**config.mk**
```make
export PLATFORM = sky130hd
export DESIGN_NAME = ste_dma_snd_fifo_player
export DESIGN_NICKNAME = d
export VERILOG_FILES = /design/src/rtl/ste_dma_snd_fifo_player.sv
export SDC_FILE = /design/constraint.sdc
export NUM_CORES = 1
export LEC_CHECK = 0
export CORE_UTILIZATION = 38
export DETAILED_ROUTE_END_ITERATION = 10
export PLACE_DENSITY = 0.69
export SYNTH_ARGS = -nofsm -noshare
export SYNTH_HDL_FRONTEND = slang
export SYNTH_SLANG_ARGS = --single-unit
```
**constraint.sdc**
```tcl
create_clock -name clk32 -period 4.5 [get_ports clk32]
set_clock_uncertainty 0.1 [all_clocks]
set_input_delay 0.9 -clock clk32 [delete_from_list [all_inputs] [get_ports clk32]]
set_output_delay 0.9 -clock clk32 [all_outputs]
set_load 0.05 [all_outputs]
```
**src/rtl/ste_dma_snd_fifo_player.sv**
```systemverilog
// DMA sound playback engine: fetches 16-bit words from 64-bit RAM in granted slots, buffers them
// in a FIFO and plays them out as stereo words or mono bytes at 6.25/12.5/25/50 kHz.
// Latency: registered outputs one clk32 after the causing event; mem_read is combinational.
// Backpressure: no fetch request while the FIFO is full; empty FIFO on a sample tick holds audio.
// Ports:
//   clk32, reset         clock, synchronous active-high reset
//   start/stop/loop      playback control (pulses / level)
//   rate, mono           sample rate select, mono-byte vs stereo-word format
//   snd_bas/snd_end      frame start address / address after the last word
//   slot/slot_done       memory slot available / end-of-slot strobe with mem_data valid
//   mem_read/mem_addr    fetch request and word address
//   mem_data             64-bit RAM line, word k at bits [16k+15:16k]
//   snd_adr              current frame address counter
//   audio_l/audio_r      unsigned 8-bit samples
//   active/frame_end     frame running / end-of-frame pulse
//   fifo_level/underflow buffered word count / saturating empty-tick count while running
module ste_dma_snd_fifo_player #(
  parameter int FIFO_AW  = 3,
  parameter int BASE_DIV = 640,
  parameter int UF_W     = 12
) (
  input  logic               clk32,
  input  logic               reset,
  input  logic               start,
  input  logic               stop,
  input  logic               loop,
  input  logic [1:0]         rate,
  input  logic               mono,
  input  logic [22:0]        snd_bas,
  input  logic [22:0]        snd_end,
  input  logic               slot,
  input  logic               slot_done,
  output logic               mem_read,
  output logic [22:0]        mem_addr,
  input  logic [63:0]        mem_data,
  output logic [22:0]        snd_adr,
  output logic [7:0]         audio_l,
  output logic [7:0]         audio_r,
  output logic               active,
  output logic               frame_end,
  output logic [FIFO_AW:0]   fifo_level,
  output logic [UF_W-1:0]    underflow
);

  localparam int DEPTH = 1 << FIFO_AW;
  localparam int DIV_W = (BASE_DIV > 1) ? $clog2(BASE_DIV) : 1;
  localparam logic [FIFO_AW:0] PTR_ONE = 1;
  localparam logic [UF_W-1:0]  UF_ONE  = 1;

  typedef enum logic {ST_IDLE, ST_RUN} state_t;

  state_t             state_q, state_d;
  logic [DIV_W-1:0]   div_q, div_d;
  logic [2:0]         cnt3_q, cnt3_d;
  logic [FIFO_AW:0]   wr_ptr_q, wr_ptr_d;
  logic [FIFO_AW:0]   rd_ptr_q, rd_ptr_d;
  logic [22:0]        snd_adr_q, snd_adr_d;
  logic [22:0]        end_q, end_d;
  logic               byte_q, byte_d;
  logic [7:0]         audio_l_q, audio_l_d;
  logic [7:0]         audio_r_q, audio_r_d;
  logic               active_q, active_d;
  logic               frame_end_q, frame_end_d;
  logic [UF_W-1:0]    uf_q, uf_d;
  logic [15:0]        fifo_mem_q [DEPTH];

  logic               running, at_end, empty, full;
  logic               base_tick, sample_tick, fifo_we;
  logic [2:0]         rate_mask;
  logic [15:0]        sel_word, rd_word;
  logic [7:0]         mono_byte;

  assign running = (state_q == ST_RUN);
  assign at_end  = (snd_adr_q == end_q);
  assign empty   = (wr_ptr_q == rd_ptr_q);
  // Full when the pointers alias the same slot but are one lap apart.
  assign full    = (wr_ptr_q[FIFO_AW-1:0] == rd_ptr_q[FIFO_AW-1:0]) &&
                   (wr_ptr_q[FIFO_AW] != rd_ptr_q[FIFO_AW]);

  assign base_tick = (div_q == DIV_W'(BASE_DIV - 1));

  // Slower rates use fewer base ticks: require the low (3-rate) bits of cnt3 to be zero.
  always_comb begin
    case (rate)
      2'b00:   rate_mask = 3'b111;
      2'b01:   rate_mask = 3'b011;
      2'b10:   rate_mask = 3'b001;
      default: rate_mask = 3'b000;
    endcase
  end
  assign sample_tick = base_tick && ((cnt3_q & rate_mask) == 3'b000);

  always_comb begin
    case (snd_adr_q[1:0])
      2'd0:    sel_word = mem_data[15:0];
      2'd1:    sel_word = mem_data[31:16];
      2'd2:    sel_word = mem_data[47:32];
      default: sel_word = mem_data[63:48];
    endcase
  end

  assign rd_word   = fifo_mem_q[rd_ptr_q[FIFO_AW-1:0]];
  assign mono_byte = byte_q ? rd_word[7:0] : rd_word[15:8];

  assign mem_read = running && slot && !full && !at_end;

  always_comb begin
    state_d     = state_q;
    wr_ptr_d    = wr_ptr_q;
    rd_ptr_d    = rd_ptr_q;
    snd_adr_d   = snd_adr_q;
    end_d       = end_q;
    byte_d      = byte_q;
    audio_l_d   = audio_l_q;
    audio_r_d   = audio_r_q;
    uf_d        = uf_q;
    fifo_we     = 1'b0;
    frame_end_d = 1'b0;
    active_d    = running && !at_end;
    div_d       = base_tick ? '0 : div_q + DIV_W'(1);
    cnt3_d      = base_tick ? cnt3_q + 3'd1 : cnt3_q;

    if (stop) begin
      // Abort: drop buffered words and return the outputs to midscale.
      state_d   = ST_IDLE;
      rd_ptr_d  = wr_ptr_q;
      byte_d    = 1'b0;
      audio_l_d = 8'h80;
      audio_r_d = 8'h80;
    end else begin
      if (sample_tick) begin
        if (!empty) begin
          if (!mono) begin
            audio_l_d = rd_word[15:8] + 8'h80;
            audio_r_d = rd_word[7:0] + 8'h80;
            rd_ptr_d  = rd_ptr_q + PTR_ONE;
          end else begin
            audio_l_d = mono_byte + 8'h80;
            audio_r_d = mono_byte + 8'h80;
            byte_d    = !byte_q;
            if (byte_q) begin
              rd_ptr_d = rd_ptr_q + PTR_ONE;
            end
          end
        end else if (running) begin
          if (uf_q != '1) begin
            uf_d = uf_q + UF_ONE;
          end
        end else begin
          byte_d = 1'b0;
        end
      end

      if (!running && start) begin
        state_d   = ST_RUN;
        snd_adr_d = snd_bas;
        end_d     = snd_end;
        byte_d    = 1'b0;
      end else if (running && slot_done && !full) begin
        if (!at_end) begin
          fifo_we   = 1'b1;
          wr_ptr_d  = wr_ptr_q + PTR_ONE;
          snd_adr_d = snd_adr_q + 23'd1;
        end else begin
          // The slot at frame end is consumed without fetching.
          frame_end_d = 1'b1;
          if (loop) begin
            snd_adr_d = snd_bas;
            end_d     = snd_end;
          end else begin
            state_d = ST_IDLE;
          end
        end
      end
    end
  end

  always_ff @(posedge clk32) begin
    if (reset) begin
      state_q     <= ST_IDLE;
      div_q       <= '0;
      cnt3_q      <= 3'd0;
      wr_ptr_q    <= '0;
      rd_ptr_q    <= '0;
      snd_adr_q   <= 23'd0;
      end_q       <= 23'd0;
      byte_q      <= 1'b0;
      audio_l_q   <= 8'h80;
      audio_r_q   <= 8'h80;
      active_q    <= 1'b0;
      frame_end_q <= 1'b0;
      uf_q        <= '0;
    end else begin
      state_q     <= state_d;
      div_q       <= div_d;
      cnt3_q      <= cnt3_d;
      wr_ptr_q    <= wr_ptr_d;
      rd_ptr_q    <= rd_ptr_d;
      snd_adr_q   <= snd_adr_d;
      end_q       <= end_d;
      byte_q      <= byte_d;
      audio_l_q   <= audio_l_d;
      audio_r_q   <= audio_r_d;
      active_q    <= active_d;
      frame_end_q <= frame_end_d;
      uf_q        <= uf_d;
    end
  end

  // Storage needs no reset: only slots between the pointers are ever read.
  always_ff @(posedge clk32) begin
    if (fifo_we) begin
      fifo_mem_q[wr_ptr_q[FIFO_AW-1:0]] <= sel_word;
    end
  end

  assign mem_addr   = snd_adr_q;
  assign snd_adr    = snd_adr_q;
  assign audio_l    = audio_l_q;
  assign audio_r    = audio_r_q;
  assign active     = active_q;
  assign frame_end  = frame_end_q;
  assign fifo_level = wr_ptr_q - rd_ptr_q;
  assign underflow  = uf_q;

endmodule

```
==> results.py <==
metrics = {
    "global_route": {
        "grtUsageTotal_pct": 19.0,
        "overflow": 0,
        "antenna_found_initial": 0,
        "grt_pass1_wl_um": 42800,
        "grt_pass1_vias": 7606,
        "grt_max_degree": 74,
    },
    "routing": {
        "drtIter0Drc": 593,
        "num_vias": 7888,
        "drcViolationCount": 0,
        "avgViaCountPerCell": 5.25,
        "dr.pass1.iters": 6,
        "wl_per_cell_um": 18.4,
        "drt.antenna.violating_nets": 0,
        "routed_wl_um": 27700,
    },
    "logic_synthesis": {
        "ys_seq_elements": 230,
        "ys_types": 62,
        "synth_cells": 941,
        "netlist_area_sq_um": 10800,
        "yosys_warnings": 0,
        "syn_avg_cell_area_sq_um": 11.5,
        "ys_seq_area_share_pct": 54.4,
        "synth_edf_count": 128,
        "synth_top_cell_by_area": "edfxtp_1",
        "synth_fp_nets": 1075,
        "synthArstFlopShare_pct": 0,
        "netlist_top_cells_area": "edfxtp_1 (36%), dfxtp_1 (19%), mux4_2 (6.7%), mux2i_1 (3.6%), a21oi_1 (3.4%)",
        "synth_ff_type": "edfxtp_1",
        "yosysTopAreaCellShare_pct": 35.6,
    },
    "timing": {
        "fin_setup_tns_ps": 0,
        "fmax_ghz": 0.252,
        "grt_setup_unrepaired": "no",
        "setup_viol": 0,
        "post-route-period-util_pct": 88.4,
        "relSlewSlack_pct": 30.8,
        "finalCriticalPeriod_ps": 3980,
        "worst_pin_slew_ps": 1040,
        "hold_viol": 0,
        "slew_viol_final": 0,
    },
    "job": {
        "drv_cap": 0,
    },
    "run_status": {
        "run_status": "finished clean",
    },
    "clock_tree": {
        "numCtsBuffers": 25,
        "root_buffer": "clkbuf_16",
        "htreeDepth": 1,
        "cts_tree": "done",
        "cts_resized": 0,
        "cts_setup_buffers": 0,
        "postCtsHoldBufs": 0,
        "cts.sinks": 230,
        "clockBufferDepth": 3,
        "clk_pin_slew_ps": 60,
        "clock_latency_ps": 520,
    },
    "die": {
        "die_area_sq_um": 29100,
        "die_w_um": 171,
        "initial_core_util_pct": 38.8,
        "rows": 61,
        "core_region_area_sq_um": 27900,
        "pin_count": 201,
        "die_height_um": 171,
    },
    "critical_path": {
        "cp_max_fo": 9,
        "crit_family": "simple AND/OR/NAND/NOR gates",
        "worstSetupEndpointType": "primary output",
        "start_kind": "register",
        "crit_arrival_ps": 2980,
        "crit_buf_inv": 1,
        "required_ps": 3500,
        "slowest_delay_ps": 700,
        "worst_path_max_delay_cell": "clkdlybuf4s50_1",
        "timing.reg2reg.setup_slack_ps": 1650,
        "critical_path_class": "register to primary output",
        "path_cells": "xor2_1 > nor4_1 > and4_1 > nand2_1 > o2111a_1 > clkdlybuf4s50_1",
    },
    "power_and_ir_drop": {
        "vdd_drop_max_mv": 0.257,
        "powerDensity_nw_per_um2": 355,
        "leakage_nw": 4.72,
    },
    "finish": {
        "layout_common_cells": "clkdlybuf4s50_1 (199), edfxtp_1 (128), dfxtp_1 (100), nor2_1 (87), a21oi_1 (73)",
        "post-route-util_pct": 49.6,
        "layout_commonest_cell": "clkdlybuf4s50_1",
        "area_growth_pct": 27.9,
        "antenna_cells": 0,
        "layout-drive-gt1-share_pct": 11.3,
        "nets": 1241,
    },
    "hold_path": {
        "hold_path.class": "register to register",
    },
    "place": {
        "dp_hpwl_um": 19200,
        "gp_congestion": 0.845,
        "portBuffers": 200,
    },
}
tightest hold or removal path: cells and delay by family, from the launching register on:
family,cells,cell delay (ps)
flip-flops,1,320
AO/OA/AOI/OAI,1,50
AND/OR/NAND/NOR,1,60
per-stage QoR:
stage | cell area [sq um] | setup WS, ps | hold slack (ps) | total power [W] | cells
2_1_floorplan | 10800 | 481 | 338 | 0.00273 | 941
3_3_place_gp | 13000 | 1080 | 359 | 0.00297 | 1458
3_5_place_dp | 13000 | 1060 | 367 | 0.00298 | 1458
4_1_cts | 13800 | 508 | 376 | 0.00496 | 1503
5_1_grt | 13800 | 349 | 393 | 0.00507 | 1503
6_report | 13800 | 524 | 374 | 0.00491 | 1503
synthesized netlist by cell type, types with 8 or more instances:
cell	n
o21ai_0	32
mux2_2	17
a222oi_1	16
nor4_1	17
a21oi_1	74
nand4_1	8
nand2_1	34
xnor2_1	18
nor3_1	27
dfxtp_1	102
o32ai_1	17
xor2_1	30
ha_1	13
edfxtp_1	128
buf_4	25
clkbuf_1	35
nor2_1	87
mux4_2	32
mux2i_1	39
buf_2	10
inv_1	49
nand3_1	51
final cells by class:
| cell class | instances | area (sq um) |
|---|---|---|
| flip-flops and latches | 230 | 5890 |
| inverters | 49 | 184 |
| fillers | 2431 | 14000 |
| multi-input cells | 584 | 4370 |
| clock buffers | 31 | 648 |
| repair buffers | 217 | 2120 |
| clock inverters | 14 | 138 |
| well taps | 378 | 473 |
metal layers:
layer | part of all wire, % | track usage (%)
met5 | 0 | 0
met1 | 43 | 25.1
met4 | 3.3 | 7.01
met2 | 49 | 31.9
met3 | 4.5 | 2.59
where the power goes:
part / internal [W] / leakage, nW / switching, W
clock network: 0.00119 / 0.383 / 0.000791
logic: 0.000260 / 2.36 / 0.000346
registers: 0.00228 / 1.98 / 0.0000473
total: 0.00372 / 4.72 / 0.00118
cell families (layout without fill, tap and decap cells):
group / count (synthesis) / after routing / share of synthesized area [%]
multiplexers: 89 / 89 / 12.2
AO/OA/AOI/OAI: 165 / 165 / 9.78
adder cells (fa/ha/maj): 14 / 14 / 1.69
AND/OR/NAND/NOR: 267 / 267 / 12.4
XOR/XNOR: 49 / 49 / 4.04
flip-flops: 230 / 230 / 54.4
buffers and inverters: 127 / 311 / 5.53
path summary, 6_finish.rpt:
check                      startpoint                     to  cells after the start
max          mem_addr[0]$_SDFFE_PP0P_               mem_read                      6
min             end_q[2]$_SDFFE_PP0P_  end_q[2]$_SDFFE_PP0P_                      2
max reg2reg  wr_ptr_q[0]$_SDFFE_PP0P_  end_q[4]$_SDFFE_PP0P_                      8
min reg2reg     end_q[2]$_SDFFE_PP0P_  end_q[2]$_SDFFE_PP0P_                      2
state kept, by name, indices dropped and copies added, names as in the netlist, 8 cells and up, named ones only:
name        count
audio_r         8
div_q          10
underflow      12
end_q          23
audio_l         8
fifo_mem_q    128
mem_addr       23
(Power assumes the default switching activity.)
